$ cat config.mk
export PLATFORM = sky130hd
export DESIGN_NAME = spi_master_seq
export DESIGN_NICKNAME = d
export VERILOG_FILES = /design/src/rtl/spi_master_seq.sv
export SDC_FILE = /design/constraint.sdc
export NUM_CORES = 1
export LEC_CHECK = 0
export ABC_AREA = 1
export BUFFER_PORTS_ARGS = -buffer_cell sky130_fd_sc_hd__buf_4
export CELL_PAD_IN_SITES_DETAIL_PLACEMENT = 0
export CELL_PAD_IN_SITES_GLOBAL_PLACEMENT = 2
export CORE_MARGIN = 5
export CORE_UTILIZATION = 31
export DETAILED_ROUTE_END_ITERATION = 10
export GPL_TIMING_DRIVEN = 0
export PLACE_DENSITY_LB_ADDON = 0.1
export SLEW_MARGIN = 30
export SYNTH_ARGS = -nofsm -noshare
export SYNTH_HDL_FRONTEND = slang
export SYNTH_SLANG_ARGS = --single-unit
$ cat constraint.sdc
create_clock -name i_clk -period 1.5 [get_ports i_clk]
set_input_delay 0.075 -clock i_clk [delete_from_list [all_inputs] [get_ports i_clk]]
set_output_delay 0.075 -clock i_clk [all_outputs]
set_load 0.01 [all_outputs]
$ cat src/rtl/spi_master_seq.sv
// spi_master_seq: one SPI mode-0 master frame per accepted start request.
// Sequence: IDLE -> SETUP (CS lead) -> XFER (DATA_W bits) -> HOLD (CS lag) -> DONE -> IDLE.
// Every output comes straight from a flop. Reset is synchronous and active low.
// Optional build macro SPI_LSB_FIRST_EN adds i_lsb_first, which selects LSB-first
// bit order per frame. Without the macro, frames are always MSB first.
module spi_master_seq #(
   parameter int DATA_W  = 8,
   parameter int CLK_DIV = 4,
   parameter int CS_LEAD = 2,
   parameter int CS_LAG  = 2
) (
   input  logic              i_clk,
   input  logic              i_rst,
   input  logic              i_start,
   input  logic [DATA_W-1:0] i_tx_data,
`ifdef SPI_LSB_FIRST_EN
   input  logic              i_lsb_first,
`endif
   input  logic              i_miso,
   output logic              o_sclk,
   output logic              o_mosi,
   output logic              o_cs_n,
   output logic              o_busy,
   output logic              o_done,
   output logic [DATA_W-1:0] o_rx_data
);

   // NOTE: $clog2(1) is 0, so each counter gets at least one bit to stay a legal vector.
   localparam int DIV_W   = (CLK_DIV > 1) ? $clog2(CLK_DIV) : 1;
   localparam int BIT_W   = $clog2(DATA_W);
   localparam int TIM_MAX = (CS_LEAD > CS_LAG) ? CS_LEAD : CS_LAG;
   localparam int TIM_W   = (TIM_MAX > 1) ? $clog2(TIM_MAX) : 1;

   localparam logic [DIV_W-1:0] DIV_LAST  = DIV_W'(CLK_DIV - 1);
   localparam logic [BIT_W-1:0] BIT_LAST  = BIT_W'(DATA_W - 1);
   localparam logic [TIM_W-1:0] LEAD_LAST = TIM_W'(CS_LEAD - 1);
   localparam logic [TIM_W-1:0] LAG_LAST  = TIM_W'(CS_LAG - 1);

   localparam logic [2:0] S_IDLE  = 3'd0;
   localparam logic [2:0] S_SETUP = 3'd1;
   localparam logic [2:0] S_XFER  = 3'd2;
   localparam logic [2:0] S_HOLD  = 3'd3;
   localparam logic [2:0] S_DONE  = 3'd4;

   logic [2:0]        r_state;
   logic [DIV_W-1:0]  r_div_cnt;
   logic [BIT_W-1:0]  r_bit_cnt;
   logic [TIM_W-1:0]  r_tim_cnt;
   logic [DATA_W-1:0] r_tx_shift;
   logic [DATA_W-1:0] r_rx_shift;
   logic [DATA_W-1:0] r_rx_data;
   logic              r_sclk;
   logic              r_mosi;
   logic              r_cs_n;
   logic              r_busy;
   logic              r_done;
`ifdef SPI_LSB_FIRST_EN
   logic              r_lsb_first;
`endif

   logic              w_accept;
   logic              w_div_end;
   logic              w_rise;
   logic              w_fall;
   logic              w_last_bit;
   logic              w_lag_end;
   logic              w_first_bit;
   logic              w_mosi_next;
   logic [DATA_W-1:0] w_tx_rot;
   logic [DATA_W-1:0] w_rx_next;

   // The divider wraps once per SCLK half-period. Whether that wrap is a rise or
   // a fall depends on the SCLK level the flop is currently driving.
   assign w_accept   = (r_state == S_IDLE) && i_start;
   assign w_div_end  = (r_state == S_XFER) && (r_div_cnt == DIV_LAST);
   assign w_rise     = w_div_end && !r_sclk;
   assign w_fall     = w_div_end && r_sclk;
   assign w_last_bit = (r_bit_cnt == BIT_LAST);
   assign w_lag_end  = (r_state == S_HOLD) && (r_tim_cnt == LAG_LAST);

   // The TX register rotates rather than shifts. Every bit stays live, and the
   // next MOSI bit is always the neighbour of the bit currently being sent.
`ifdef SPI_LSB_FIRST_EN
   assign w_first_bit = i_lsb_first ? i_tx_data[0] : i_tx_data[DATA_W-1];
   assign w_mosi_next = r_lsb_first ? r_tx_shift[1] : r_tx_shift[DATA_W-2];
   assign w_tx_rot    = r_lsb_first ? {r_tx_shift[0], r_tx_shift[DATA_W-1:1]}
                                    : {r_tx_shift[DATA_W-2:0], r_tx_shift[DATA_W-1]};
   assign w_rx_next   = r_lsb_first ? {i_miso, r_rx_shift[DATA_W-1:1]}
                                    : {r_rx_shift[DATA_W-2:0], i_miso};
`else
   assign w_first_bit = i_tx_data[DATA_W-1];
   assign w_mosi_next = r_tx_shift[DATA_W-2];
   assign w_tx_rot    = {r_tx_shift[DATA_W-2:0], r_tx_shift[DATA_W-1]};
   assign w_rx_next   = {r_rx_shift[DATA_W-2:0], i_miso};
`endif

   // Frame sequencer: state, divider/bit/timing counters, SCLK, CS_n, busy and done.
   always_ff @(posedge i_clk) begin
      // NOTE: reset is tested inside the clocked block, so it takes effect only on
      // a clock edge. A mid-frame reset therefore leaves CS_n high one cycle later.
      if (!i_rst) begin
         r_state   <= S_IDLE;
         r_div_cnt <= '0;
         r_bit_cnt <= '0;
         r_tim_cnt <= '0;
         r_sclk    <= 1'b0;
         r_cs_n    <= 1'b1;
         r_busy    <= 1'b0;
         r_done    <= 1'b0;
      end else begin
         // NOTE: non-blocking assignments keep every flop in this block updating from
         // the pre-edge values, whatever order the statements are written in.
         case (r_state)
            S_IDLE: begin
               if (i_start) begin
                  r_state <= S_SETUP;
                  r_cs_n  <= 1'b0;
                  r_busy  <= 1'b1;
               end
            end
            S_SETUP: begin
               if (r_tim_cnt == LEAD_LAST) begin
                  r_tim_cnt <= '0;
                  r_state   <= S_XFER;
               end else begin
                  r_tim_cnt <= r_tim_cnt + 1'b1;
               end
            end
            S_XFER: begin
               if (w_div_end) begin
                  r_div_cnt <= '0;
                  r_sclk    <= ~r_sclk;
                  if (r_sclk) begin
                     if (w_last_bit) begin
                        r_bit_cnt <= '0;
                        r_state   <= S_HOLD;
                     end else begin
                        r_bit_cnt <= r_bit_cnt + 1'b1;
                     end
                  end
               end else begin
                  r_div_cnt <= r_div_cnt + 1'b1;
               end
            end
            S_HOLD: begin
               if (r_tim_cnt == LAG_LAST) begin
                  r_tim_cnt <= '0;
                  r_state   <= S_DONE;
                  r_cs_n    <= 1'b1;
                  r_done    <= 1'b1;
               end else begin
                  r_tim_cnt <= r_tim_cnt + 1'b1;
               end
            end
            S_DONE: begin
               r_state <= S_IDLE;
               r_done  <= 1'b0;
               r_busy  <= 1'b0;
            end
            default: begin
               r_state <= S_IDLE;
               r_sclk  <= 1'b0;
               r_cs_n  <= 1'b1;
               r_busy  <= 1'b0;
               r_done  <= 1'b0;
            end
         endcase
      end
   end

   // Data path: latch the frame on acceptance, move MOSI on SCLK falls, sample MISO
   // on SCLK rises, publish the received word on entry to DONE.
   always_ff @(posedge i_clk) begin
      if (!i_rst) begin
         r_tx_shift  <= '0;
         r_rx_shift  <= '0;
         r_rx_data   <= '0;
         r_mosi      <= 1'b0;
`ifdef SPI_LSB_FIRST_EN
         r_lsb_first <= 1'b0;
`endif
      end else begin
         if (w_accept) begin
            r_tx_shift  <= i_tx_data;
            r_mosi      <= w_first_bit;
`ifdef SPI_LSB_FIRST_EN
            r_lsb_first <= i_lsb_first;
`endif
         end else if (w_fall && !w_last_bit) begin
            // After the last fall, MOSI keeps the final bit through HOLD.
            r_tx_shift <= w_tx_rot;
            r_mosi     <= w_mosi_next;
         end
         if (w_rise) begin
            r_rx_shift <= w_rx_next;
         end
         if (w_lag_end) begin
            r_rx_data <= r_rx_shift;
            r_mosi    <= 1'b0;
         end
      end
   end

   assign o_sclk    = r_sclk;
   assign o_mosi    = r_mosi;
   assign o_cs_n    = r_cs_n;
   assign o_busy    = r_busy;
   assign o_done    = r_done;
   assign o_rx_data = r_rx_data;

endmodule
==> impl_metrics.prom <==
# TYPE chip_impl_metric gauge
chip_impl_metric{name="finalSetupViolations",unit=""} 0
chip_impl_metric{name="flow.area_growth_from_synthesis",unit="%"} 25.2
chip_impl_metric{name="remaining_drc_errors",unit=""} 0
chip_impl_info{name="worstSetupStartpointType",value="register"} 1
chip_impl_info{name="setup.worst_path.class",value="register to register"} 1
chip_impl_metric{name="number_of_unique_standard_cell_types_used_by_synthesis",unit=""} 20
chip_impl_info{name="synthMostInstantiatedCell",value="sky130_fd_sc_hd__nand2_1"} 1
chip_impl_metric{name="clock.fmax",unit="GHz"} 0.737
chip_impl_metric{name="seq_area",unit="sq um"} 761
chip_impl_metric{name="synthesis.yosys.warnings",unit=""} 0
chip_impl_metric{name="cts.reportedPaths.clkPinSlew",unit="ps"} 80
chip_impl_metric{name="design.core.area",unit="sq mm"} 0.00520
chip_impl_metric{name="placementRows",unit=""} 26
chip_impl_metric{name="max_cap_viol_count",unit=""} 0
chip_impl_info{name="crit_path_max_delay_family",value="simple AND/OR/NAND/NOR gates"} 1
chip_impl_metric{name="detail-route-antenna-nets",unit=""} 0
chip_impl_metric{name="dp_slack",unit="ps"} 47.2
chip_impl_metric{name="share_of_flip_flops_with_an_asynchronous_set_or_reset",unit="%"} 0
chip_impl_metric{name="detail_routed_via_count_per_cell",unit=""} 4.56
chip_impl_metric{name="port-buffer-count",unit=""} 23
chip_impl_metric{name="initial_core_util",unit="%"} 32.4
chip_impl_metric{name="drv_slew",unit=""} 0
chip_impl_info{name="synthDominantAreaCellType",value="sky130_fd_sc_hd__dfxtp_1"} 1
chip_impl_metric{name="final_critical_path_setup_slack",unit="ps"} 143
chip_impl_metric{name="fin_crit_sh",unit="%"} 90.5
chip_impl_metric{name="die_h",unit="microns"} 83.8
chip_impl_metric{name="grt_pass1_vias",unit=""} 1405
chip_impl_metric{name="cellLeakagePower",unit="nW"} 0.906
chip_impl_metric{name="placed_cells",unit=""} 321
chip_impl_metric{name="via_count",unit=""} 1540
chip_impl_metric{name="synth_fp_nets",unit=""} 243
chip_impl_metric{name="cts-buffers-inserted",unit=""} 5
chip_impl_metric{name="final_net_count",unit=""} 282
chip_impl_metric{name="final_cell_area",unit="sq mm"} 0.00211
chip_impl_metric{name="num_antenna_cells",unit=""} 0
chip_impl_metric{name="grt_start_max_net_pins",unit=""} 12
chip_impl_metric{name="antenna_found_initial",unit=""} 0
chip_impl_metric{name="detailedRoute.firstPassIterationCount",unit=""} 4
chip_impl_metric{name="drive_gt1_share",unit="%"} 22.4
chip_impl_metric{name="critPathMaxStageDelay",unit="ps"} 300
chip_impl_info{name="cell_breakdown_of_the_critical_path",value="buf_2 > nor2_4 > nand2_4 > buf_4 > nand3_1 > a21oi_1"} 1
chip_impl_metric{name="synth_sequential_area_ratio",unit="%"} 45.1
chip_impl_metric{name="timing.critical_path.arrival",unit="ps"} 1510
chip_impl_metric{name="cp_data_required_time",unit="ps"} 1660
chip_impl_metric{name="cts.sinks",unit=""} 38
chip_impl_metric{name="hpwl",unit="microns"} 2920
chip_impl_metric{name="clock_insertion_delay_worst_skew",unit="ps"} 290
chip_impl_metric{name="post_layout_nonfiller_instances",unit=""} 338
chip_impl_metric{name="detailed_route_wire_length",unit="microns"} 4160
chip_impl_metric{name="final.setup.tns",unit="ps"} 0
chip_impl_metric{name="critPathMaxFanout",unit=""} 10
chip_impl_metric{name="final-hold-violation-count",unit=""} 0
chip_impl_metric{name="drt_iter0_drc",unit=""} 42
chip_impl_metric{name="power.density",unit="mW/mm^2"} 1430
chip_impl_info{name="clock_tree_from_tritoncts",value="yes"} 1
chip_impl_metric{name="number_of_enable_flip_flop_cells_after_synthesis",unit=""} 0
chip_impl_info{name="ys_top_cells_by_count",value="60 x sky130_fd_sc_hd__nand2_1, 40 x sky130_fd_sc_hd__nand3_1, 38 x sky130_fd_sc_hd__dfxtp_1"} 1
chip_impl_info{name="grt_setup_unrepaired",value="no"} 1
chip_impl_metric{name="clk_path_buf_depth",unit=""} 2
chip_impl_metric{name="hold_fix_buffer_count_after_cts",unit=""} 0
chip_impl_metric{name="timing.clock.skew",unit="ps"} 5.74
chip_impl_info{name="cts.root.buffer_cell",value="sky130_fd_sc_hd__clkbuf_8"} 1
chip_impl_metric{name="floorplan.io_pins",unit=""} 25
chip_impl_metric{name="syn_inst_count",unit=""} 228
chip_impl_info{name="post_synth_main_area_contributors",value="sky130_fd_sc_hd__dfxtp_1 45%, sky130_fd_sc_hd__nand2_1 13%, sky130_fd_sc_hd__nand3_1 12%"} 1
chip_impl_metric{name="ir_drop",unit="uV"} 544
chip_impl_info{name="holdCritPathClass",value="input pin to register"} 1
chip_impl_metric{name="globalRouteTotalUtil",unit="%"} 12.0
chip_impl_info{name="outcome",value="complete, no violations"} 1
chip_impl_metric{name="layout.filler_cells",unit=""} 603
chip_impl_info{name="critical_path.slowest_cell",value="sky130_fd_sc_hd__dfxtp_1"} 1
chip_impl_metric{name="worst-slew-pin-transition",unit="ps"} 508
chip_impl_metric{name="h_tree_depth",unit=""} 2
chip_impl_metric{name="floorplan_die_area",unit="sq mm"} 0.00702
chip_impl_metric{name="post_dp_cell_area",unit="sq mm"} 0.00195
chip_impl_metric{name="die_width",unit="microns"} 83.8
chip_impl_metric{name="wl_per_cell",unit="microns"} 12.3
chip_impl_metric{name="slew-limit-headroom",unit="%"} 66.2
chip_impl_metric{name="gp_routability_congestion",unit=""} 0.740
chip_impl_info{name="end_kind",value="register"} 1
chip_impl_metric{name="period_minus_slack",unit="ps"} 1360
chip_impl_metric{name="synth-seq-cells",unit=""} 38
chip_impl_metric{name="wire_length_of_the_first_global_routing_pass",unit="microns"} 6820
chip_impl_metric{name="critical_path.n_buffers_inverters",unit=""} 2
chip_impl_metric{name="synth.top_cell.area_share",unit="%"} 45.1
chip_impl_metric{name="hold-worst-slack",unit="ps"} 67.4
chip_impl_metric{name="synth.avg_cell_area",unit="sq um"} 7.40
chip_impl_metric{name="grt-ovfl-total",unit=""} 0
chip_impl_info{name="synth-main-ff-cell",value="sky130_fd_sc_hd__dfxtp_1"} 1
chip_impl_metric{name="multiInputGateArea",unit="sq um"} 812
chip_impl_metric{name="post_synth_instance_area",unit="sq mm"} 0.00169
[sequential cells by signal, summed over array words and instances, names as in the netlist, 2 cells and up]
register,flops
o_rx_data,8
r_rx_shift,8
r_tx_shift,8
r_bit_cnt,3
r_state,3
r_div_cnt,2
[cell type report]
class                           instances  share of cell area (%)
Sequential cell                        38                    36.0
Buffer                                 10                    2.90
Inverter                               16                    2.84
Clock inverter                          1                   0.237
Tap cell                               70                    4.14
Timing Repair Buffer                   32                    11.4
Clock buffer                            7                    4.09
Multi-Input combinational cell        164                    38.4
[worst register-to-register path, stage by stage (launching register included)]
cell and delay (ps):
sky130_fd_sc_hd__dfxtp_1 300, sky130_fd_sc_hd__buf_2 160, sky130_fd_sc_hd__nor2_4 260, sky130_fd_sc_hd__nand2_4 160, sky130_fd_sc_hd__buf_4 210, sky130_fd_sc_hd__nand3_1 90
sky130_fd_sc_hd__a21oi_1 70
[cell families (layout without fill, tap and decap cells)]
logic type                 after synthesis  in the layout  share of synthesized area [%]
buffers and inverters                   26             66                           7.12
DFF                                     38             38                           45.1
AOI/OAI and AO/OA                       38             38                           11.5
and+or+nand+nor                        123            123                           34.1
adders and majority gates                3              3                           2.22
[report_power, final]
part / internal [W] / leakage [nW] / switching [W]
clock: 0.000371 / 0.0482 / 0.000365
sequential: 0.00111 / 0.308 / 0.0000634
combinational: 0.000424 / 0.550 / 0.000681
[per-layer routing]
layer / track usage (%) / part of all wire (%) / up-vias
li1: - / - / 823
met3: 3.36 / 3.7 / 4
met4: 3.07 / 0.77 / 0
met2: 19.1 / 46 / 25
met1: 16.1 / 49 / 688
met5: 0 / 0 / -
[worst paths after layout]
kind	start	end	slack (ps)	cells past startpoint
setup / recovery	r_state[1]$_SDFFE_PN0P_	r_tx_shift[6]$_SDFFE_PN0P_	140	6
hold / removal	i_miso	r_rx_shift[0]$_SDFFE_PN0P_	70	3
setup reg to reg	r_state[1]$_SDFFE_PN0P_	r_tx_shift[6]$_SDFFE_PN0P_	140	6
hold reg to reg	o_rx_data[4]$_SDFFE_PN0P_	o_rx_data[4]$_SDFFE_PN0P_	470	2
[cell usage in the layout, fill, tap and decap left out, types with 2 or more instances in the layout]
master,instances
sky130_fd_sc_hd__inv_1,15
sky130_fd_sc_hd__nand3_1,40
sky130_fd_sc_hd__nand2_2,2
sky130_fd_sc_hd__buf_2,2
sky130_fd_sc_hd__nor2_2,2
sky130_fd_sc_hd__a21oi_1,31
sky130_fd_sc_hd__buf_6,2
sky130_fd_sc_hd__clkbuf_8,6
sky130_fd_sc_hd__nand2_1,60
sky130_fd_sc_hd__nor2_4,4
sky130_fd_sc_hd__o21ai_0,6
sky130_fd_sc_hd__ha_1,3
sky130_fd_sc_hd__nand2_4,3
sky130_fd_sc_hd__clkbuf_1,4
sky130_fd_sc_hd__dfxtp_1,38
sky130_fd_sc_hd__nor2_1,11
sky130_fd_sc_hd__buf_4,33
sky130_fd_sc_hd__clkbuf_2,2
[per-stage QoR]
stage | total power [W] | utilization (%)
2_1_floorplan | 0.00193 | -
3_3_place_gp | 0.00220 | 37.4
6_report | 0.00301 | 40.6
3_5_place_dp | 0.00219 | 37.4
5_1_grt | 0.00325 | 40.6
4_1_cts | 0.00293 | 39.2
[timing repair]
| action | in CTS | in global routing |
|---|---|---|
| endpoints found under the setup margin | 0 | 11 |
| resized for setup | 0 | 3 |
| setup buffers | 0 | 9 |
Note: power is estimated with default switching activity, not from simulation.
